--- src/rtl/fetch_unit_if.sv ---
// Fetch-stage bus: instruction-memory handshake plus the decode-facing IF/ID view.
interface fetch_unit_if;
  logic        imem_req;
  logic [31:0] imem_addr;
  logic [31:0] imem_rdata;
  logic        imem_valid;
  logic        stall_d;
  logic        redirect;
  logic [31:0] redirect_pc;
  logic [31:0] instr_d;
  logic [31:0] pcplus4_d;
  logic        valid_d;
  logic [5:0]  op_d;
  logic [5:0]  funct_d;

  // Fetch unit side
  modport master (
    output imem_req, imem_addr, instr_d, pcplus4_d, valid_d, op_d, funct_d,
    input  imem_rdata, imem_valid, stall_d, redirect, redirect_pc
  );

  // Memory / decode / branch-resolution side
  modport slave (
    input  imem_req, imem_addr, instr_d, pcplus4_d, valid_d, op_d, funct_d,
    output imem_rdata, imem_valid, stall_d, redirect, redirect_pc
  );
endinterface

--- src/rtl/fetch_unit.sv ---
// Instruction-fetch stage: PC, single-outstanding imem request, registered IF/ID
// boundary with a one-entry skid buffer for decode stalls and redirect squash.
module fetch_unit #(
  parameter logic [31:0] RESET_PC = 32'h0000_0000
) (
  input logic          clk,
  input logic          reset,  // active-low, asynchronous
  fetch_unit_if.master bus
);

  typedef enum logic [1:0] {StRun, StHold, StDrain} state_e;

  state_e      state_q, state_d;
  logic [31:0] pc_q, pc_d;
  logic [31:0] req_addr_q, req_addr_d;
  logic [31:0] buf_instr_q, buf_instr_d;
  logic [31:0] buf_pc4_q, buf_pc4_d;
  logic [31:0] ifid_instr_q, ifid_instr_d;
  logic [31:0] ifid_pc4_q, ifid_pc4_d;
  logic        ifid_valid_q, ifid_valid_d;
  logic [31:0] pc_plus4;

  assign pc_plus4 = pc_q + 32'd4;

  // Request is withdrawn only while a stalled word sits in the skid buffer
  always_comb begin
    bus.imem_req  = (state_q != StHold);
    bus.imem_addr = (state_q == StDrain) ? req_addr_q : pc_q;
  end

  // Decode-facing outputs straight from the IF/ID register
  always_comb begin
    bus.instr_d   = ifid_instr_q;
    bus.pcplus4_d = ifid_pc4_q;
    bus.valid_d   = ifid_valid_q;
    bus.op_d      = ifid_instr_q[31:26];
    bus.funct_d   = ifid_instr_q[5:0];
  end

  // Next-state: redirect beats stall beats normal flow
  always_comb begin
    state_d      = state_q;
    pc_d         = pc_q;
    req_addr_d   = req_addr_q;
    buf_instr_d  = buf_instr_q;
    buf_pc4_d    = buf_pc4_q;
    ifid_instr_d = ifid_instr_q;
    ifid_pc4_d   = ifid_pc4_q;
    ifid_valid_d = ifid_valid_q;

    unique case (state_q)
      StRun: begin
        // Tracks the live request so a redirect can keep draining it
        req_addr_d = pc_q;
        if (bus.redirect) begin
          pc_d = bus.redirect_pc;
          if (!bus.imem_valid) state_d = StDrain;
        end else if (bus.imem_valid) begin
          pc_d = pc_plus4;
          if (bus.stall_d) begin
            buf_instr_d = bus.imem_rdata;
            buf_pc4_d   = pc_plus4;
            state_d     = StHold;
          end else begin
            ifid_instr_d = bus.imem_rdata;
            ifid_pc4_d   = pc_plus4;
            ifid_valid_d = 1'b1;
          end
        end else if (!bus.stall_d) begin
          ifid_instr_d = '0;
          ifid_valid_d = 1'b0;
        end
      end
      StHold: begin
        if (bus.redirect) begin
          pc_d    = bus.redirect_pc;
          state_d = StRun;
        end else if (!bus.stall_d) begin
          ifid_instr_d = buf_instr_q;
          ifid_pc4_d   = buf_pc4_q;
          ifid_valid_d = 1'b1;
          state_d      = StRun;
        end
      end
      StDrain: begin
        // Stale response is swallowed; only the PC follows further redirects
        if (bus.redirect)   pc_d    = bus.redirect_pc;
        if (bus.imem_valid) state_d = StRun;
        if (!bus.stall_d) begin
          ifid_instr_d = '0;
          ifid_valid_d = 1'b0;
        end
      end
      default: state_d = StRun;
    endcase

    // Squash IF/ID on any redirect, stalled or not
    if (bus.redirect) begin
      ifid_instr_d = '0;
      ifid_valid_d = 1'b0;
    end
  end

  // State, PC, skid buffer and IF/ID registers
  always_ff @(posedge clk or negedge reset) begin
    if (!reset) begin
      state_q      <= StRun;
      pc_q         <= RESET_PC;
      req_addr_q   <= RESET_PC;
      buf_instr_q  <= '0;
      buf_pc4_q    <= '0;
      ifid_instr_q <= '0;
      ifid_pc4_q   <= '0;
      ifid_valid_q <= 1'b0;
    end else begin
      state_q      <= state_d;
      pc_q         <= pc_d;
      req_addr_q   <= req_addr_d;
      buf_instr_q  <= buf_instr_d;
      buf_pc4_q    <= buf_pc4_d;
      ifid_instr_q <= ifid_instr_d;
      ifid_pc4_q   <= ifid_pc4_d;
      ifid_valid_q <= ifid_valid_d;
    end
  end

endmodule

--- src/flat_wrapper.sv ---
// flat-port wrapper written by rule: the top's interface ports become plain ports
module fetch_unit_flat 
#(
  parameter logic [31:0] RESET_PC = 32'h0000_0000
)
  (clk, reset, bus_imem_req, bus_imem_addr, bus_instr_d, bus_pcplus4_d, bus_valid_d, bus_op_d, bus_funct_d, bus_imem_rdata, bus_imem_valid, bus_stall_d, bus_redirect, bus_redirect_pc);
  fetch_unit_if bus_i ();
  input logic clk;
  input logic reset;
  output wire logic [$bits(bus_i.imem_req)-1:0] bus_imem_req;
  output wire logic [$bits(bus_i.imem_addr)-1:0] bus_imem_addr;
  output wire logic [$bits(bus_i.instr_d)-1:0] bus_instr_d;
  output wire logic [$bits(bus_i.pcplus4_d)-1:0] bus_pcplus4_d;
  output wire logic [$bits(bus_i.valid_d)-1:0] bus_valid_d;
  output wire logic [$bits(bus_i.op_d)-1:0] bus_op_d;
  output wire logic [$bits(bus_i.funct_d)-1:0] bus_funct_d;
  input wire logic [$bits(bus_i.imem_rdata)-1:0] bus_imem_rdata;
  input wire logic [$bits(bus_i.imem_valid)-1:0] bus_imem_valid;
  input wire logic [$bits(bus_i.stall_d)-1:0] bus_stall_d;
  input wire logic [$bits(bus_i.redirect)-1:0] bus_redirect;
  input wire logic [$bits(bus_i.redirect_pc)-1:0] bus_redirect_pc;
  assign bus_imem_req = bus_i.imem_req;
  assign bus_imem_addr = bus_i.imem_addr;
  assign bus_instr_d = bus_i.instr_d;
  assign bus_pcplus4_d = bus_i.pcplus4_d;
  assign bus_valid_d = bus_i.valid_d;
  assign bus_op_d = bus_i.op_d;
  assign bus_funct_d = bus_i.funct_d;
  assign bus_i.imem_rdata = bus_imem_rdata;
  assign bus_i.imem_valid = bus_imem_valid;
  assign bus_i.stall_d = bus_stall_d;
  assign bus_i.redirect = bus_redirect;
  assign bus_i.redirect_pc = bus_redirect_pc;
  fetch_unit #(.RESET_PC(RESET_PC)) u_core (.clk(clk), .reset(reset), .bus(bus_i));
endmodule
--- config.mk ---
export PLATFORM = sky130hd
export DESIGN_NAME = fetch_unit_flat
export DESIGN_NICKNAME = d
export VERILOG_FILES = /design/src/rtl/fetch_unit_if.sv /design/src/rtl/fetch_unit.sv /design/src/flat_wrapper.sv
export SDC_FILE = /design/constraint.sdc
export NUM_CORES = 1
export LEC_CHECK = 0
export BUFFER_PORTS_ARGS = -buffer_cell sky130_fd_sc_hd__buf_2
export CAP_MARGIN = 25
export CORE_MARGIN = 5
export CORE_UTILIZATION = 60
export CTS_BUF_LIST = sky130_fd_sc_hd__clkbuf_16
export CTS_CLUSTER_SIZE = 14
export DETAILED_ROUTE_END_ITERATION = 10
export GPL_TIMING_DRIVEN = 0
export PLACE_DENSITY = 0.85
export SLEW_MARGIN = 20
export SYNTH_ARGS = -nofsm -noshare
export SYNTH_HDL_FRONTEND = slang
export SYNTH_SLANG_ARGS = --single-unit
--- constraint.sdc ---
create_clock -name clk -period 4.9 [get_ports clk]
set_input_delay 0.735 -clock clk [delete_from_list [all_inputs] [get_ports clk]]
set_output_delay 0.735 -clock clk [all_outputs]
set_load 0.05 [all_outputs]
Word level (Yosys, flattened, before mapping)
Index checks and enable logic that the tools add are counted.

cells by class
  add/sub/neg operators = 1
  muxes and demuxes = 30
  $mul = 0
  equal/unequal tests = 15
  div/mod/pow operators = 0
  magnitude comparators = 0
  shift-type cells = 0
  reductions and logical operators = 10
  bitwise operators = 1

operators by type and width
  kind                   number
  $mux 32                14
  $pmux 32 s2            2
  $pmux 32 s3            1
  $add 32x3->32 const B  1
  $mux 2                 7
  $ne 2x2->1 const B     6
  $ne 3x3->1 const B     4
  $pmux 2 s3             1
  $reduce_and 3->1       2
  $reduce_and 6->1       1
  $reduce_and 5->1       1
  $mux 1                 4
  $ne 2x1->1 const B     2
  $ne 4x4->1 const B     1
  $reduce_and 4->1       1
  $reduce_bool 2->1      2
  $reduce_bool 4->1      1
  $pmux 1 s3             1
  $eq 2x1->1 const B     1
  $eq 2x2->1 const B     1
  $logic_not 2->1        1
  $reduce_or 2->1        1
  $not 1->1              1

word-level totals
  word-level logic and storage cells = 65
  register bits after elaboration = 195
  latch bits = 0
  RAM bits = 0
  bits of input ports = 69
  ROM bits = 0
  memories kept = 0
  output and inout port bits = 110

Depth between registers and ports, before layout
Gate-level depths: netlist of run 1.

  word-level depth = 5
  depth in mapped cells = 10

Worst setup path after synthesis of run 1
No wires, ideal clock.

  path type = register to output
  from = reg u_core.state_q[0]
  to = out bus_imem_addr[13]
  data required time = 4.165 ns
  cell stages (with the launch flop) = 6
  buffers on the path = 2
  arrival = 2.115 ns
  setup slack = 2.050 ns
  path through = dfrtp_1 > inv_1 > ha_1 > clkbuf_1 > buf_1 > o21ai_0

between the ends
  longest elaborated chain between the ends = 2

ends and longest elaborated chain
  element                   RTL line            RTL
  start: declaration        fetch_unit.sv:13    state_e state_q, state_d;
  start signal: assignment  fetch_unit.sv:107   state_q <= StRun;
  start signal: assignment  fetch_unit.sv:116   state_q <= state_d;
  $eq 2x2->1                fetch_unit.sv:28    bus.imem_addr = (state_q == StDrain) ? req_addr_q : pc_q;
  $mux 32                   fetch_unit.sv:28
  end: declaration          flat_wrapper.sv:11  output wire logic [$bits(bus_i.imem_addr)-1:0] bus_imem_addr;

Every way passes these cells.

Final worst setup path of run 1
  from = reg u_core.state_q[0]
  to = out bus_imem_addr[29]

The elaborated chain is that of the path after synthesis.

==> summary.md, run 1 <==
| Metric | Value |
|---|---|
| Outcome | completed |
| TritonCTS Buffers | 17 |
| Row Count | 46 |
| Critical path endpoint category | primary output |
| Top-level I/O count | 179 |
| DR DRC count | 0 |
| Starting DRT DRC Count | 915 |
| Starting Density | 60.5% |
| Worst-Margin Slew | 0.651 ns |
| Layout area overhead | 18.9% |
| Clock skew | about 0.013 ns |
| Final ANT Viol Nets | 0 |
| Clock Pin Slew Worst Setup and Hold Paths | around 0.070 ns |
| Routability cong. | between 0.9 and 1 |
| Critical path buffer and inverter count | 4 |
| CTS resizes | 0 |
| Routed WL | roughly 25 mm |
| F_max | 288 MHz |
| Vias in the first global route | 7751 |
| Final #Nets | roughly 1100 |
| Max Cap Violations | 0 |
| Asr flop ratio synth | 100% |
| Detailed Routing Iterations Pass 1 | 6 |
| Hold Fails Final Rpt | 0 |
| Post-route cell area | 11300 um^2 |
| CP max FO | 10 |
| CTS tree | done |
| Worst path max stage delay | 0.52 ns |
| Total core area | 15700 um^2 |
| Placed cell area | 10700 um^2 |
| Period minus WS final | between 3 and 4 ns |
| EDFF count, synth | 0 |
| Grt total ovfl | 0 |
| Crit path DAT | 2.73 ns |
| Max-slew violation total from the final report | 0 |
| Largest net degree at the start of global routing | slightly above 80 |
| First-pass GRT wire length | between 40 and 50 mm |
| Crit path max-delay family | buffers and inverters |
| Leak | 5.03 nW |
| Setup Buffers After CTS | 0 |
| Port bufs | 176 |
| H-tree level count | 4 |
| Hpwl dp | between 15 and 20 mm |
| Vias | slightly below 8000 |
| Setup Crit Path Kind | flip-flop to primary output |
| Peak supply drop | 0.000519 V |
| Worst skew pair latency | 0.44 ns |
| Period utilization | 70.8% |
| WL/cell | 19.7 um |
| Mapped Area | about 9500 um^2 |
| Startpoint Class | flip-flop |
| Die Span Y | 136 um |
| Register area | 4880 um^2 |
| Total GRT Usage | between 20 and 30% |
| RSZ-0062 raised after global routing | false |
| Fin Setup TNS | 0 ns |
| Fin util | a little under three quarters |
| Synth Instances | approximately 870 |
| CP Cell Sequence | inv_1, ha_1, clkbuf_1, buf_1, mux2_2, buf_2 |
| Full die area | around 18000 um^2 |
| Post-Syn Area per Cell | 10.9 um^2 |
| CP max stage cell | buf_1 |
| Die Wd | between 100 and 150 um |
| Vias per inst | 6.02 |
| Worst EP required | 4.16 ns |
| CTS Hold Bufs | 0 |
| Slew headroom | a little under three fifths |
| Fraction of layout cells with a size suffix above 1 | 34.9% |
| Syn Nets | 939 |
| Ys Warns | 0 |
| Multi-input logic area | between 4000 and 5000 um^2 |
| Tot Pwr | between 9 and 10 mW |
| Initial antenna violation count | 2 |
| Netlist cell types | 52 |
| Root Driver | clkbuf_16 |
| PD cells | between 800 and 900 nW/um^2 |
| Max Root-Sink Buffers | 2 |
| Final setup viols | 0 |
| #FFs+latches synth | 195 |
| # clock sinks | roughly 200 |
| Post-synthesis sequential area ratio | 51.5% |
| Dominant synthesized flop cell | dfrtp_1 |
| Hold Crit Class | primary input to asynchronous set/reset pin |
| Fill count | 1135 |
## synth_stat cells (10+ instances only)
master	n	area (um^2)
dfrtp_1	195	4880
nand2_1	108	405
mux2_2	102	1150
a21oi_1	52	260
o21ai_0	48	240
clkbuf_1	41	154
a22oi_1	35	263
o2bb2ai_1	34	298
nor2_1	28	105
buf_2	21	105
o22ai_1	21	131
xor2_1	17	149
a2bb2oi_1	15	131
buf_4	14	105
o21ai_1	11	55.1
xnor2_1	11	96.3
nand4_1	10	62.6
## power by group
part           switching (mW)  leakage, nW  internal, mW
sequential              0.518         2.37          2.37
clock                   0.678        0.279         0.674
combinational            3.55         2.38          1.63
## placed cells by master (no fill, tap or decap), types with 4 or more instances in the layout
cell type	n
nand2_1	108
o21ai_0	48
inv_1	7
inv_6	6
nand4_1	10
dfrtp_1	195
buf_4	14
clkbuf_16	17
xor2_1	17
mux2_2	102
ha_1	4
xnor2_1	11
o221ai_2	6
nand3_1	9
clkbuf_1	41
nand4_4	5
and2_1	4
o21ai_1	11
o221ai_1	8
nor3_1	6
o22ai_1	21
a21oi_1	52
nand3_2	5
a2bb2oi_1	15
nor2_1	28
buf_2	196
a22oi_1	35
buf_1	9
o2bb2ai_1	34
mux2i_1	8
## metal layers
layer	wire [um]	global-route usage [%]	share of wire (%)	vias up
li1	-	-	-	3534
met1	10400	39.2	41	3793
met2	12000	41.8	47	404
met3	2320	7.28	9.1	65
met4	814	10.7	3.2	0
met5	0	0	0	-
## state kept, by name, summed over array words and instances, names as in the netlist
name	flops
u_core.buf_instr_q	32
u_core.buf_pc4_q	32
u_core.bus.instr_d	32
u_core.bus.pcplus4_d	32
u_core.pc_q	32
u_core.req_addr_q	32
u_core.state_q	2
u_core.bus.valid_d	1
## cells by family (layout without fill, tap and decap cells)
| family | count (synthesis) | count (layout) | synth area share (%) |
|---|---|---|---|
| compound gates | 239 | 239 | 17.1 |
| xor+xnor | 28 | 28 | 2.59 |
| fa+ha+maj | 4 | 4 | 0.528 |
| buf+inv | 95 | 305 | 4.78 |
| flops | 195 | 195 | 51.5 |
| mux | 110 | 110 | 13.0 |
| other cells | 0 | 3 | 0 |
| simple gates | 195 | 195 | 10.5 |
## area by class of cell
class / count / share of cell area [%]
Antenna cell: 3 / 0.0667
Buffer: 87 / 3.76
Clock buffer: 17 / 3.78
Clock inverter: 15 / 1.27
Inverter: 8 / 0.267
Multi-Input combinational cell: 576 / 36.7
Sequential cell: 195 / 43.3
Tap cell: 216 / 2.40
Timing Repair Buffer: 178 / 8.40
## per-stage QoR
stage	worst slack, ns	hold slack [ns]	instances
2_1_floorplan	2.05	0.439	866
3_3_place_gp	-0.0692	0.459	1258
3_5_place_dp	1.92	0.467	1260
4_1_cts	1.43	0.187	1292
5_1_grt	1.28	0.209	1294
6_report	1.43	0.186	1295
## worst paths after layout
kind	startpoint	slack (ns)	endpoint	cells after the start
max reg2reg	u_core.state_q[1]	2.29	u_core.bus.instr_d[30]	9
min in group clk	u_core.bus.pcplus4_d[7]	0.48	u_core.bus.pcplus4_d[7]	2
min	reset	0.19	u_core.req_addr_q[22]	1
min reg2reg	u_core.bus.pcplus4_d[7]	0.48	u_core.bus.pcplus4_d[7]	2
max	u_core.state_q[0]	1.43	bus_imem_addr[29]	6
max in group asynchronous	reset	3.64	u_core.bus.pcplus4_d[1]	3
No activity file was read; power rests on OpenSTA's default activity.
==> run 2, diff against run 1 <==
ABC_AREA = 1   (was not set)
CORE_UTILIZATION = 56   (was 60)
PLACE_DENSITY = 0.8   (was 0.85)
clock period = 3.45 ns   (was 4.9 ns; I/O delays follow)
==> summary.md, run 2 <==
| Metric | Value |
|---|---|
| Max Cap Violations | 0 (unchanged) |
| Worst-Margin Slew | 0.665 ns (+0.0142 ns) |
| Final Instance Count excl. Fillers | 1700 (+31%) |
| Full die area | 20000 um^2 (+8.6%) |
| Fin Hold WS | 0.281 ns (+0.0950 ns) |
| Clock skew | 0.00963 ns (-0.00343 ns) |
| Setup Buffers After CTS | 0 (unchanged) |
| H-tree level count | 4 (unchanged) |
| Detailed Routing Iterations Pass 1 | 6 (unchanged) |
| Clock Pin Slew Worst Setup and Hold Paths | 0.07 ns (about the same) |
| Vias | 9395 (+21%) |
| Post-route cell area | 11500 um^2 (+2.4%) |
| Netlist cell types | 25 (-52%) |
| Asr flop ratio synth | 100% (unchanged) |
| Leak | 5.83 nW (+16%) |
| TritonCTS Buffers | 17 (unchanged) |
| Hold Crit Class | primary input to flip-flop |
| Fraction of layout cells with a size suffix above 1 | 18.4% (-16 points) |
| Final setup viols | 0 (unchanged) |
| Syn Nets | 1335 (+42%) |
| Fin Setup TNS | 0 ns (unchanged) |
| F_max | 350 MHz |
| Ys Warns | 0 (unchanged) |
| Commonest cells after routing, fill and taps aside | nand2_1 (351), buf_2 (208), dfrtp_1 (195), o21ai_0 (140), nor2_1 (122) |
| Crit path DAT | 2.34 ns (-0.39 ns) |
| Largest net degree at the start of global routing | 80 (-1.2%) |
| Final ANT Viol Nets | 0 (unchanged) |
| Final #Nets | 1535 (+35%) |
| EDFF count, synth | 0 (unchanged) |
| Placed cell count | 1667 (+32%) |
| Post-Syn Area per Cell | 7.65 um^2 (-30%) |
| #FFs+latches synth | 195 (unchanged) |
| Dominant synthesized flop cell | dfrtp_1 |
| Initial antenna violation count | 0 (-2) |
| Starting Density | 56.4% (-4.1 points) |
| Top-count cell post-synth | nand2_1 |
| Hold Fails Final Rpt | 0 (unchanged) |
| First-pass GRT wire length | 46.6 mm (+16%) |
| Outcome | completed |
| Die Span Y | 141 um (+4.2%) |
| Slew headroom | 55.6% (-0.95 points) |
| # clock sinks | 195 (unchanged) |
| Total core area | 17100 um^2 (+9.3%) |
| Synth Instances | 1262 (+46%) |
| Max Root-Sink Buffers | 2 (unchanged) |
| Antenna diode count | 0 (-3) |
| Placed cell area | 10900 um^2 (+2.0%) |
| CP max FO | 10 (unchanged) |
| Vias in the first global route | 9008 (+16%) |
| WL/cell | 17.1 um (-13%) |
| Layout area overhead | 19.5% |
| Total GRT Usage | 29.4% (+1.6 points) |
| Root Driver | clkbuf_16 |
| Peak supply drop | 0.000836 V (+61%) |
| Commonest cells post-synth | nand2_1 (351), dfrtp_1 (195), o21ai_0 (140) |
| Fill count | 1474 (+30%) |
| Startpoint Class | flip-flop |
| Routed WL | 29.0 mm (+14%) |
| Setup Crit Path Kind | flip-flop to primary output |
| Tot Pwr | 13.1 mW (+39%) |
| Vias per inst | 5.53 (-8.2%) |
| RSZ-0062 raised after global routing | false |
| CTS resizes | 0 (unchanged) |
| Hpwl dp | 21.9 mm (+21%) |
| Top-level I/O count | 179 (unchanged) |
| Largest area contributor in the netlist | dfrtp_1 |
| Post-synthesis sequential area ratio | 50.5% (-1.0 points) |
| Period utilization | between 80 and 90% |
| PD cells | 1130 nW/um^2 (+36%) |
| CTS tree | done |
| Multi-input logic area | 4000 um^2 (-3.4%) |
| Critical path endpoint category | primary output |
| Share of the synthesized area in the top cell type | 50.5% (-1.0 points) |
| Worst EP required | 2.93 ns (-1.23 ns) |
| Row Count | 48 (+4.3%) |
| Synth area leaders | dfrtp_1 (51%), nand2_1 (14%), o21ai_0 (7.3%) |
| Period minus WS final | 2.85 ns |
| DR DRC count | 0 (unchanged) |
| Register area | 4880 um^2 (unchanged) |
| Grt total ovfl | 0 (unchanged) |
| Die Wd | 141 um (+4.2%) |
| Mapped Area | 9660 um^2 (+2.0%) |
| Starting DRT DRC Count | 911 (-0.44%) |
| Max-slew violation total from the final report | 0 (unchanged) |
| Worst skew pair latency | 0.45 ns (about the same) |
| R2R setup slack | 1.23 ns (-1.06 ns) |
| Routability cong. | 0.952 (about the same) |
| Most common cell after layout, fill and taps aside | nand2_1 |
| Port bufs | 178 (+1.1%) |
==> run 2: cell types whose count changed after synthesis, sizes merged, moves of 16 or more <==
cell,previous run,this run
a31oi,1,49
inv,8,97
mux2,102,0
nand3,14,42
o21ai,59,203
a22oi,35,0
o2bb2ai,34,0
nand4,16,0
nand2,108,353
nor3,7,34
nor2,30,127
==> run 2: final cells by class <==
cell class,count,share of cell area (%)
flip-flops and latches,195,42.3
multi-input cells,884,34.6
repair buffers,181,8.37
clock buffers,17,3.69
plain buffers,86,3.62
inverters,97,3.16
well taps,225,2.44
clock inverters,15,1.79
==> run 2: routing by layer <==
metal	GRT usage [%]	vias up	wire length, um
met5	0	-	0
met4	10.1	0	830
met3	5.93	54	2560
met2	44.8	434	13300
met1	42.4	4391	12400
li1	-	4516	-
==> run 2: stage by stage <==
| step | utilization, % | worst slack (ns) |
|---|---|---|
| 2_1_floorplan | - | 0.894 |
| 3_3_place_gp | 63.3 | -1.39 |
| 3_5_place_dp | 63.7 | 1.08 |
| 6_report | 67.4 | 0.597 |
| 5_1_grt | 67.4 | 0.440 |
| 4_1_cts | 67.4 | 0.588 |
==> run 2: worst paths after layout <==
| path | from | to | cells past startpoint |
|---|---|---|---|
| min in group asynchronous | reset | u_core.bus.instr_d[11] | 2 |
| hold reg to reg | u_core.bus.pcplus4_d[19] | u_core.bus.pcplus4_d[19] | 2 |
| max in group asynchronous | reset | u_core.pc_q[29] | 4 |
| setup reg to reg | u_core.state_q[0] | u_core.pc_q[18] | 6 |
| setup / recovery | u_core.state_q[0] | bus_imem_addr[23] | 7 |
| hold / removal | bus_redirect_pc[0] | u_core.pc_q[0] | 3 |
==> run 2: cell families (layout without fill, tap and decap cells) <==
| kind of cell | Yosys count | count (layout) | synth area share (%) |
|---|---|---|---|
| compound gates | 316 | 316 | 17.3 |
| buf+inv | 183 | 396 | 8.10 |
| fa+ha+maj | 4 | 4 | 0.518 |
| xor+xnor | 6 | 6 | 0.544 |
| simple gates | 558 | 558 | 23.1 |
| flops | 195 | 195 | 50.5 |
==> run 2: critical path, stage by stage (launching register included) <==
cell and delay (ns):
dfrtp_1 0.40, inv_1 0.09, ha_1 0.23, buf_2 0.30, clkbuf_1 0.38, nand2_1 0.09, o21ai_0 0.10, buf_2 0.30
==> run 2: repair_timing <==
action                                 CTS  global route
endpoints found under the hold margin   43             0
setup endpoints to repair                0             0
hold buffers                             1             0
==> run 2: report_power, final <==
group	switching, mW	internal (mW)	total [mW]	leakage (nW)
registers	0.719	3.36	4.08	2.41
logic	5.18	1.67	6.85	3.11
clock network	0.930	1.23	2.16	0.316
total	6.83	6.26	13.1	5.83
==> run 3, diff against run 2 <==
ABC_AREA = 0   (was 1)
clock period = 2.8 ns   (was 3.45 ns; I/O delays follow)
==> summary.md, run 3 (same netlist as run 1, synthesis figures left out) <==
| Metric | Value |
|---|---|
| Crit path from | u_core.state_q[0] |
| Max Root-Sink Buffers | 2 (unchanged) |
| Clock Pin Slew Worst Setup and Hold Paths | 0.07 ns (about the same) |
| Row Count | 47 (-2.1%) |
| Die Span Y | 140 um (-0.91%) |
| Setup Buffers After CTS | 0 (unchanged) |
| Hold Path Cell Cnt | 2 (-1) |
| Vias | 7709 (-18%) |
| Outcome | completed |
| DR DRC count | 0 (unchanged) |
| Total core area | 16600 um^2 (-3.1%) |
| Grt total ovfl | 0 (unchanged) |
| Final #Nets | 1136 (-26%) |
| F_max | 380 MHz |
| Max-slew violation total from the final report | 0 (unchanged) |
| Routability cong. | 0.898 (-5.7%) |
| Die Wd | 140 um (-0.91%) |
| Tot Pwr | 16.5 mW (+26%) |
| Commonest cells after routing, fill and taps aside | buf_2 (199), dfrtp_1 (195), nand2_1 (108), mux2_2 (102), a21oi_1 (52) |
| Vias in the first global route | 7579 (-16%) |
| Worst EP required | 2.38 ns (-0.55 ns) |
| Total GRT Usage | 25.7% (-3.7 points) |
| Root Driver | clkbuf_16 |
| Hpwl dp | 18.1 mm (-17%) |
| Hold Fails Final Rpt | 0 (unchanged) |
| Vias per inst | 5.94 (+7.5%) |
| Layout area overhead | 19.1% |
| Initial antenna violation count | 1 (+1) |
| Setup Crit Path Kind | flip-flop to primary output |
| Routed WL | 25.1 mm (-14%) |
| First-pass GRT wire length | 40.5 mm (-13%) |
| R2R depth | 8 (+2) |
| Period utilization | ~94% |
| Full die area | 19600 um^2 (-1.8%) |
| Starting Density | 57.1% (+0.68 points) |
| FF-to-FF Start | u_core.state_q[0] |
| Fraction of layout cells with a size suffix above 1 | 34.8% (+16 points) |
| Worst-Margin Slew | 0.759 ns (+0.0938 ns) |
| Slew headroom | 49.0% (-6.6 points) |
| Max Cap Violations | 0 (unchanged) |
| Worst skew pair latency | 0.43 ns (-0.02 ns) |
| Detailed Routing Iterations Pass 1 | 5 (-1) |
| Met1 Use GR | 37.3% (-5.1 points) |
| Hold Crit Class | primary input to flip-flop |
| Startpoint Class | flip-flop |
| Period minus WS final | approximately 2.6 ns |
| Port bufs | 176 (-1.1%) |
| WL/cell | 19.3 um (+13%) |
| Largest net degree at the start of global routing | 78 (-2.5%) |
| Top-level I/O count | 179 (unchanged) |
| Final worst slack | 0.166 ns (-0.431 ns) |
| TritonCTS Buffers | 17 (unchanged) |
| Met3 Use GR | 5.42% (-0.51 points) |
| Peak supply drop | 0.00106 V (+26%) |
| Most common cell after layout, fill and taps aside | buf_2 |
| Routing usage on met2 | 39.2% (-5.6 points) |
| Starting DRT DRC Count | 861 (-5.5%) |
| CP max FO | 10 (unchanged) |
| R2R setup slack | 0.26 ns (-0.97 ns) |
| Crit path DAT | 2.21 ns (-0.13 ns) |
| PD cells | 1460 nW/um^2 (+29%) |
| Critical path endpoint category | primary output |
| # clock sinks | 195 (unchanged) |
| Fin util | 68.0% (+0.59 points) |
| Clock skew | 0.00686 ns (-0.00277 ns) |
| Worst Setup EP | bus_imem_addr[18] |
| Reg-to-reg endpoint | u_core.bus.instr_d[6] |
| Final setup viols | 0 (unchanged) |
| Final ANT Viol Nets | 0 (unchanged) |
| GR peak layer | met2 |
| Leak | 5.05 nW (-13%) |
| H-tree level count | 4 (unchanged) |
| RSZ-0062 raised after global routing | false |
| CTS tree | done |
| Dpl ws | 0.155 ns (-0.925 ns) |
-- run 3: cell types whose count changed in the layout (fill, tap and decap cells not counted), moves of 34 or more --
cell       before  now
a31oi_1        49    1
o21ai_0       140   48
mux2_2          0  102
o2bb2ai_1       0   34
inv_1          92   10
o21ai_1        61   11
a22oi_1         0   35
nor2_1        122   28
nand2_1       351  108
-- run 3: worst min-delay path by stage --
stage,start,endpoint,slack [ns]
2_1_floorplan,reset,u_core.buf_instr_q[0],0.12
3_3_place_gp,u_core.bus.pcplus4_d[5],u_core.bus.pcplus4_d[5],0.46
3_5_place_dp,reset,u_core.req_addr_q[22],0.38
4_1_cts,bus_redirect_pc[1],u_core.pc_q[1],0.21
5_1_grt,bus_redirect_pc[1],u_core.pc_q[1],0.21
6_report,bus_redirect_pc[1],u_core.pc_q[1],0.21
-- run 3: report_power, final --
group	internal (mW)	switching, mW
logic	2.87	6.17
registers	4.14	0.884
clock network	1.31	1.09
total	8.32	8.14
-- run 3: critical path, stage by stage, from the launching register on --
cell     delay (ns)
dfrtp_1        0.39
inv_1          0.10
ha_2           0.37
buf_2          0.33
mux2_2         0.38
buf_2          0.21
-- run 3: layout make-up --
type / count / area (um^2)
inverters: 8 / 30.0
flip-flops and latches: 195 / 4880
clock buffers: 17 / 425
multi-input cells: 576 / 4150
clock inverters: 15 / 139
diodes: 1 / 2.50
repair buffers: 179 / 956
well taps: 220 / 275
plain buffers: 86 / 423
fillers: 1301 / 5310
-- run 3: through the flow --
stage	TNS (ns)	hold WS [ns]	cells	instance area [um^2]
after detailed placement	0	0.379	1264	10700
after global routing	0	0.213	1297	11300
after global placement	-374.83	0.460	1262	10600
after floorplan	0	0.124	866	9470
final	0	0.214	1297	11300
after CTS	0	0.209	1296	11300
-- run 3: per-layer routing --
layer | up-vias | part of all wire, %
met5 | - | 0
met4 | 0 | 2.7
met3 | 51 | 7.4
met2 | 328 | 47
met1 | 3815 | 43
li1 | 3515 | -
-- run 3: repair_timing --
item / in CTS / in global routing
hold buffers: 1 / 0
hold endpoints to repair: 60 / 0
endpoints found under the setup margin: 28 / 29
gates resized for setup: 3 / 2
